<file path="config.mk">
export PLATFORM = sky130hd
export DESIGN_NAME = multicycle_fetch_sequencer
export DESIGN_NICKNAME = d
export VERILOG_FILES = /design/src/rtl/multicycle_fetch_sequencer.sv
export SDC_FILE = /design/constraint.sdc
export NUM_CORES = 1
export LEC_CHECK = 0
export CAP_MARGIN = 20
export CORE_ASPECT_RATIO = 0.9
export CORE_MARGIN = 1.5
export CORE_UTILIZATION = 38
export DETAILED_ROUTE_END_ITERATION = 7
export GPL_TIMING_DRIVEN = 0
export RECOVER_POWER = 50
export SLEW_MARGIN = 25
export SYNTH_ARGS = -nofsm -noshare
export SYNTH_HDL_FRONTEND = slang
export SYNTH_SLANG_ARGS = --single-unit
</file>
<file path="constraint.sdc">
create_clock -name clk -period 6.8 [get_ports clk]
set_input_delay 1.7 -clock clk [delete_from_list [all_inputs] [get_ports clk]]
set_output_delay 1.7 -clock clk [all_outputs]
set_load 0.05 [all_outputs]
</file>
<file path="src/rtl/multicycle_fetch_sequencer.sv">
// Multicycle instruction sequencer: FETCH/ISSUE/WAIT state machine with handshaked
// instruction memory and execute, relative/absolute branches, halt, fault and perf counters.
module multicycle_fetch_sequencer #(
  parameter int unsigned         PC_W        = 10,
  parameter int unsigned         INSTR_W     = 9,
  parameter int unsigned         OFF_W       = 8,
  parameter logic [INSTR_W-1:0]  HALT_INSTR  = 9'b101100100,
  parameter logic [PC_W-1:0]     START_PC    = '0,
  parameter bit                  BRANCH_MODE = 1'b0,
  parameter bit                  WRAP_FAULT  = 1'b1,
  parameter int unsigned         TIMEOUT     = 15,
  parameter int unsigned         CNT_W       = 16
) (
  input  logic               clk,
  input  logic               reset,
  input  logic               start,
  output logic [PC_W-1:0]    instr_addr,
  output logic               instr_req,
  input  logic [INSTR_W-1:0] instr_data,
  input  logic               instr_valid,
  output logic [INSTR_W-1:0] instr,
  output logic               instr_issue,
  input  logic               exec_done,
  input  logic               branch,
  input  logic [OFF_W-1:0]   branch_operand,
  output logic               done,
  output logic               fault,
  output logic [CNT_W-1:0]   cycle_count,
  output logic [CNT_W-1:0]   retired_count
);

  localparam int unsigned TMO_W = $clog2(TIMEOUT + 1);
  localparam logic [TMO_W-1:0] TMO_LAST = TMO_W'(TIMEOUT - 1);

  typedef enum logic [2:0] {
    S_IDLE, S_FETCH, S_ISSUE, S_WAIT, S_DONE, S_FAULT
  } state_t;

  state_t             state_q, state_d;
  logic [PC_W-1:0]    pc_q, pc_d;
  logic [INSTR_W-1:0] instr_q, instr_d;
  logic [TMO_W-1:0]   tmo_q, tmo_d;
  logic [CNT_W-1:0]   cyc_q, cyc_d;
  logic [CNT_W-1:0]   ret_q, ret_d;

  logic               count_cyc;
  logic [PC_W:0]      off_ext;
  logic [PC_W:0]      pc_sum;

  // Next-PC at PC_W+1 bits: the top bit flags overflow past 2^PC_W-1 or underflow below 0.
  always_comb begin
    off_ext = {{(PC_W + 1 - OFF_W){branch_operand[OFF_W-1]}}, branch_operand};
    if (!branch) begin
      pc_sum = {1'b0, pc_q} + (PC_W+1)'(1);
    end else if (BRANCH_MODE) begin
      pc_sum = {1'b0, PC_W'(branch_operand)};
    end else begin
      pc_sum = {1'b0, pc_q} + off_ext;
    end
  end

  always_comb begin
    state_d   = state_q;
    pc_d      = pc_q;
    instr_d   = instr_q;
    tmo_d     = tmo_q;
    cyc_d     = cyc_q;
    ret_d     = ret_q;
    count_cyc = 1'b0;

    case (state_q)
      S_FETCH: begin
        count_cyc = 1'b1;
        if (instr_valid) begin
          instr_d = instr_data;
          tmo_d   = '0;
          state_d = S_ISSUE;
        end else if (tmo_q == TMO_LAST) begin
          state_d = S_FAULT;
        end else begin
          tmo_d = tmo_q + 1'b1;
        end
      end
      S_ISSUE: begin
        // The halting decode cycle issues nothing and is not counted as active work.
        if (instr_q == HALT_INSTR) begin
          state_d = S_DONE;
        end else begin
          count_cyc = 1'b1;
          state_d   = S_WAIT;
        end
      end
      S_WAIT: begin
        count_cyc = 1'b1;
        if (exec_done) begin
          if (ret_q != '1) ret_d = ret_q + 1'b1;
          if (pc_sum[PC_W] && WRAP_FAULT) begin
            state_d = S_FAULT;
          end else begin
            pc_d    = pc_sum[PC_W-1:0];
            state_d = S_FETCH;
          end
        end
      end
      default: ;
    endcase

    if (count_cyc && (cyc_q != '1)) cyc_d = cyc_q + 1'b1;

    if (start) begin
      state_d = S_FETCH;
      pc_d    = START_PC;
      tmo_d   = '0;
      cyc_d   = '0;
      ret_d   = '0;
    end
  end

  always_ff @(posedge clk or posedge reset) begin
    if (reset) begin
      state_q <= S_IDLE;
      pc_q    <= START_PC;
      instr_q <= '0;
      tmo_q   <= '0;
      cyc_q   <= '0;
      ret_q   <= '0;
    end else begin
      state_q <= state_d;
      pc_q    <= pc_d;
      instr_q <= instr_d;
      tmo_q   <= tmo_d;
      cyc_q   <= cyc_d;
      ret_q   <= ret_d;
    end
  end

  assign instr_addr    = (state_q == S_IDLE) ? '0 : pc_q;
  assign instr_req     = (state_q == S_FETCH);
  assign instr         = instr_q;
  assign instr_issue   = (state_q == S_ISSUE) && (instr_q != HALT_INSTR);
  assign done          = (state_q == S_DONE) || (state_q == S_FAULT);
  assign fault         = (state_q == S_FAULT);
  assign cycle_count   = cyc_q;
  assign retired_count = ret_q;

endmodule

</file>
Yosys cells after proc, flatten, opt, wreduce, memory -nomap -nowiden

Index checks and enable logic that the tools add are counted.

Add/sub/neg operators: 5
Equality and inequality tests: 14
Muxes and demuxes: 25
Reduce and logical (&&, ||, !) cells: 16

Operators with widths:

| operator                                               | number |
|---|---|
| two-way mux 16 bit                                     | 6 |
| two-way mux 10 bit                                     | 5 |
| adder 16 x 1 -> 16 bit (second input constant)         | 2 |
| inequality test 16 bit (second input constant)         | 2 |
| two-way mux 3 bit                                      | 6 |
| two-way mux 4 bit                                      | 4 |
| adder 10 x 1 -> 11 bit (second input constant)         | 1 |
| adder 10 x 11 -> 11 bit                                | 1 |
| two-way mux 11 bit                                     | 1 |
| nonzero test 2 bit                                     | 5 |
| equality test 9 bit (second input constant)            | 1 |
| inequality test 9 bit (second input constant)          | 1 |
| case mux 3 bit (3 select lines)                        | 1 |
| AND reduction 3 bit                                    | 3 |
| equality test 3 x 2 -> 1 bit (second input constant)   | 2 |
| equality test 3 bit (second input constant)            | 2 |
| inequality test 3 bit (second input constant)          | 2 |
| adder 4 x 1 -> 4 bit (second input constant)           | 1 |
| equality test 4 bit (second input constant)            | 1 |
| inequality test 4 x 2 -> 1 bit (second input constant) | 1 |
| AND reduction 2 bit                                    | 2 |
| nonzero test 4 bit                                     | 1 |
| equality test 3 x 1 -> 1 bit (second input constant)   | 1 |
| zero test 3 bit                                        | 1 |
| other kinds (6)                                        | 7 |

Bits in registers: 58
Output and inout port bits: 55
Logic and storage cells: 66

Longest topological paths before layout

Depth in word-level cells: 6
Mapped depth: 11
Mapped depth without buffers: 10

Worst setup path before layout

No wires, ideal clock.

Path kind: input -> register
Start: input port branch_operand[0]
End: register state_q[2]
Arrival: 3587 ps
Data required time: 6733 ps
Setup slack: 3146 ps
Stages on the path: 10
Buffers on the path: 0
Cells stage by stage: nand2b_1 -> ha_1 -> inv_1 -> fa_1 -> nand2b_1 -> a21oi_1 -> o31a_1 -> o21ai_0 -> a2111oi_0 -> a311o_1

Word-level cells in the longest chain between the ends: 6

RTL lines:

| what                            | RTL line | source |
|---|---|---|
| start: declaration              | 25       | `input logic [OFF_W-1:0] branch_operand,` |
| adder 10 x 11 -> 11 bit         | 58       | `pc_sum = {1'b0, pc_q} + off_ext;` |
| two-way mux 11 bit              | 53       | `if (!branch) begin` |
| two-way mux 3 bit               | 97       | `if (pc_sum[PC_W] && WRAP_FAULT) begin` |
| two-way mux 3 bit               | 95       | `if (exec_done) begin` |
| case mux 3 bit (3 select lines) | 71       | `case (state_q)` |
| two-way mux 3 bit               | 110      | `if (start) begin` |
| end signal: assignment          | 128      | `state_q <= state_d;` |
| end: declaration                | 39       | `state_t state_q, state_d;` |

Every way passes these cells. The select of a mux whose other input is x is not followed.
A chain may end at the register's enable or synchronous reset.

Final worst setup path

Start: input port branch
End: register state_q[2]

Word-level cells in the longest chain between the ends: 5

RTL lines:

| what                            | RTL line | source |
|---|---|---|
| start: declaration              | 24       | `input logic branch,` |
| two-way mux 11 bit              | 53       |  |
| two-way mux 3 bit               | 97       |  |
| two-way mux 3 bit               | 95       |  |
| case mux 3 bit (3 select lines) | 71       |  |
| two-way mux 3 bit               | 110      |  |

Every way passes these cells. The select of a mux whose other input is x is not followed.

==> results.py <==
metrics = {
    "synthesis": {
        "syn_nets": 420,
        "synthMostInstantiatedCell": "dfrtp_1",
        "synthAdderAreaFrac": 0.0554,
        "synth_compound_area_frac": 0.137,
        "ys_ff_latch": 58,
        "synth_cells": 382,
        "ys.flop_type": "dfrtp_1",
        "yosysTopAreaCellShare": 0.412,
        "synthXorXnorAreaFrac": 0.0671,
        "yosysSeqAreaShare": 0.412,
        "synthMuxAreaShare": 0.0540,
        "syn_area_per_cell_sq_um": 9.22,
        "yosysUniqueCellTypes": 59,
        "yosysTopAreaCell": "dfrtp_1",
        "syn_area_sq_um": 3520,
        "synth_area_leaders": "dfrtp_1, nor2_1, ha_1",
        "synth_top_family_by_area": "simple AND/OR/NAND/NOR gates",
        "synth_commonest_cells": "dfrtp_1, nor2_1, a21oi_1, nand2_1, xnor2_1",
        "async_flop_share": 1.00,
        "yosys.area_share.simple": 0.235,
        "yosysWarnings": 0,
        "synth_edf_count": 0,
    },
    "pwr": {
        "p_int_uw": 618,
        "vdd.ir_drop.worst_mv": 0.0961,
        "swShare": 0.329,
        "sequentialPowerShare": 0.415,
        "leakagePower_uw": 0.00189,
        "switchingPower_uw": 303,
        "powerDensity_nw_per_um2": 200,
        "combPwrFrac": 0.248,
        "clkPwrFrac": 0.336,
        "power_uw": 921,
    },
    "routing": {
        "vias": 3057,
        "ant_nets": 0,
        "totalWireLength_um": 8400,
        "wire_per_inst_um": 14.1,
        "drt_iter0_drc": 97,
        "drtPass1Iterations": 4,
        "avgViaCountPerCell": 5.13,
        "drt_drc_violations_left": 0,
    },
    "clocking": {
        "cts.sinks": 58,
        "clk_latency_ns": 0.34,
        "cts_setup_buffers": 0,
        "clk_path_buf_depth": 2,
        "clockRootBuffer": "clkbuf_8",
        "numCtsBuffers": 9,
        "htreeDepth": 3,
        "cts_hold_buf": 0,
        "path_clk_slew_ns": 0.07,
        "tritoncts": "yes",
        "post_cts_resized": 0,
    },
    "timing": {
        "tightest_slew_ns": 1.85,
        "fin_tns_setup_ns": 0,
        "finalCriticalPeriod_ns": 4.23,
        "hold_violations": 0,
        "setup_viol": 0,
        "max_freq_mhz": 236,
        "slew_headroom": -0.231,
        "report.final.slew_viol_count": 35,
        "fin_skew_ns": 0.0102,
        "post-route-period-util": 0.622,
        "rsz0062_at_grt": "no",
    },
    "run_status": {
        "status": "finished with violations",
        "violations": "max-capacitance violations, max-slew violations",
    },
    "grt": {
        "grt_max_degree": 35,
        "gr-total-overflow": 0,
        "first_global_vias": 2975,
        "antenna_found_initial": 0,
        "grt_pass1_wl_um": 14300,
        "grtUsageTotal": 0.182,
    },
    "placed_design": {
        "port_buffers": 75,
        "gp_congestion": 0.782,
        "dp_hpwl_um": 6060,
        "dp_cells": 580,
    },
    "worst_setup_path": {
        "cp-start-kind": "input pin",
        "crit_fanout": 10,
        "cp.required_ns": 7.01,
        "critPathArrivalTime_ns": 4.44,
        "worst-setup-path-type": "input pin to flip-flop",
        "critPathCaptureType": "flip-flop",
    },
    "cells_and_area": {
        "instances_no_fill": 596,
        "antenna_cells": 0,
        "drive_gt1_frac": 0.0781,
        "finish.net_count": 507,
        "areaGrowthSynthToFinish_pct": 31.1,
    },
    "die": {
        "fp-row-count": 33,
        "die_area_sq_um": 9860,
        "initial_core_util": 0.390,
        "die_h_um": 94.3,
        "fp.dieW_um": 104,
        "coreArea_sq_um": 9040,
        "design.portCount": 78,
    },
    "job": {
        "maxCapViolCount": 1,
    },
    "hold_path": {
        "hp-class": "flip-flop to flip-flop",
    },
}
[critical path, stage by stage]
cell             delay [ns]
clkdlybuf4s50_1        0.61
and2_1                 0.17
clkbuf_1               0.33
ha_1                   0.35
a21o_1                 0.22
o31a_1                 0.34
o21ai_0                0.25
a2111oi_0              0.14
a311o_1                0.33
[final timing paths]
path	start	endpoint	slack (ns)	depth (start not counted)
max	branch	state_q[2]$_DFFE_PP0P_	2.57	9
min	instr[1]$_DFFE_PP0P_	instr[1]$_DFFE_PP0P_	0.53	1
max reg2reg	pc_q[0]$_DFFE_PP0P_	state_q[2]$_DFFE_PP0P_	4.29	9
min reg2reg	instr[1]$_DFFE_PP0P_	instr[1]$_DFFE_PP0P_	0.53	1
max in group asynchronous	reset	instr[7]$_DFFE_PP0P_	2.58	3
min in group asynchronous	reset	cycle_count[5]$_DFFE_PP0P_	2.02	2
[layer usage]
metal	vias up	track usage	routed length [um]	part of all wire
li1	1528	-	-	-
met1	1460	0.251	4180	0.50
met2	65	0.285	3850	0.46
met3	4	0.0449	316	0.038
met4	0	0.0544	46	0.0055
met5	-	0	0	0
[flip-flops by register name, indices dropped and copies added, names as in the netlist]
signal         cells
retired_count     16
state_q            3
tmo_q              4
cycle_count       16
pc_q              10
instr              9
[per-stage QoR]
step / utilization / area, sq um / worst slack (ns) / hold slack [ns]
6_report: 0.511 / 4620 / 2.57 / 0.532
3_3_place_gp: 0.489 / 4430 / 2.28 / 0.518
4_1_cts: 0.513 / 4640 / 2.53 / 0.541
2_1_floorplan: - / 3520 / 3.15 / 0.507
5_1_grt: 0.511 / 4620 / 1.98 / 0.559
3_5_place_dp: 0.492 / 4450 / 2.25 / 0.523
[kinds of logic (layout without fill, tap and decap cells)]
| kind of cell | after synthesis | in the layout |
|---|---|---|
| muxes | 18 | 18 |
| and+or+nand+nor | 161 | 161 |
| AOI/OAI and AO/OA | 72 | 72 |
| buffers and inverters | 31 | 123 |
| xor gates and xnor gates | 27 | 27 |
| DFF | 58 | 58 |
| adders and majority gates | 15 | 15 |
[cell type report]
type | instances | area, sq um
timing repair buffer | 76 | 754
multi-input combinational | 293 | 1930
inverter | 17 | 66.3
buffer | 14 | 72.6
fill | 862 | 4430
clock inverter | 6 | 57.6
clock buffer | 10 | 128
sequential | 58 | 1450
tap | 122 | 153
[power by group through the flow]
| stage | Combinational (uW) | Sequential [uW] | Clock, uW |
|---|---|---|---|
| 2_1_floorplan | 103 | 441 | 0 |
| 3_3_place_gp | 229 | 388 | 0 |
| 3_5_place_dp | 232 | 389 | 0 |
| 4_1_cts | 233 | 383 | 321 |
| 5_1_grt | 247 | 386 | 334 |
| 6_report | 229 | 383 | 310 |
[cells in the final DEF, fill, tap and decap left out, types with 9 or more instances in the layout]
master / instances
clkdlybuf4s50_1: 74
dfrtp_1: 58
nor2_1: 51
a21oi_1: 25
nand2_1: 24
xnor2_1: 19
inv_1: 15
o21ai_0: 15
ha_1: 14
nor3_1: 13
clkbuf_1: 11
nor2b_1: 11
nand3_1: 10
mux2i_1: 10
clkbuf_8: 9
Note: power is estimated with default switching activity, not from simulation.
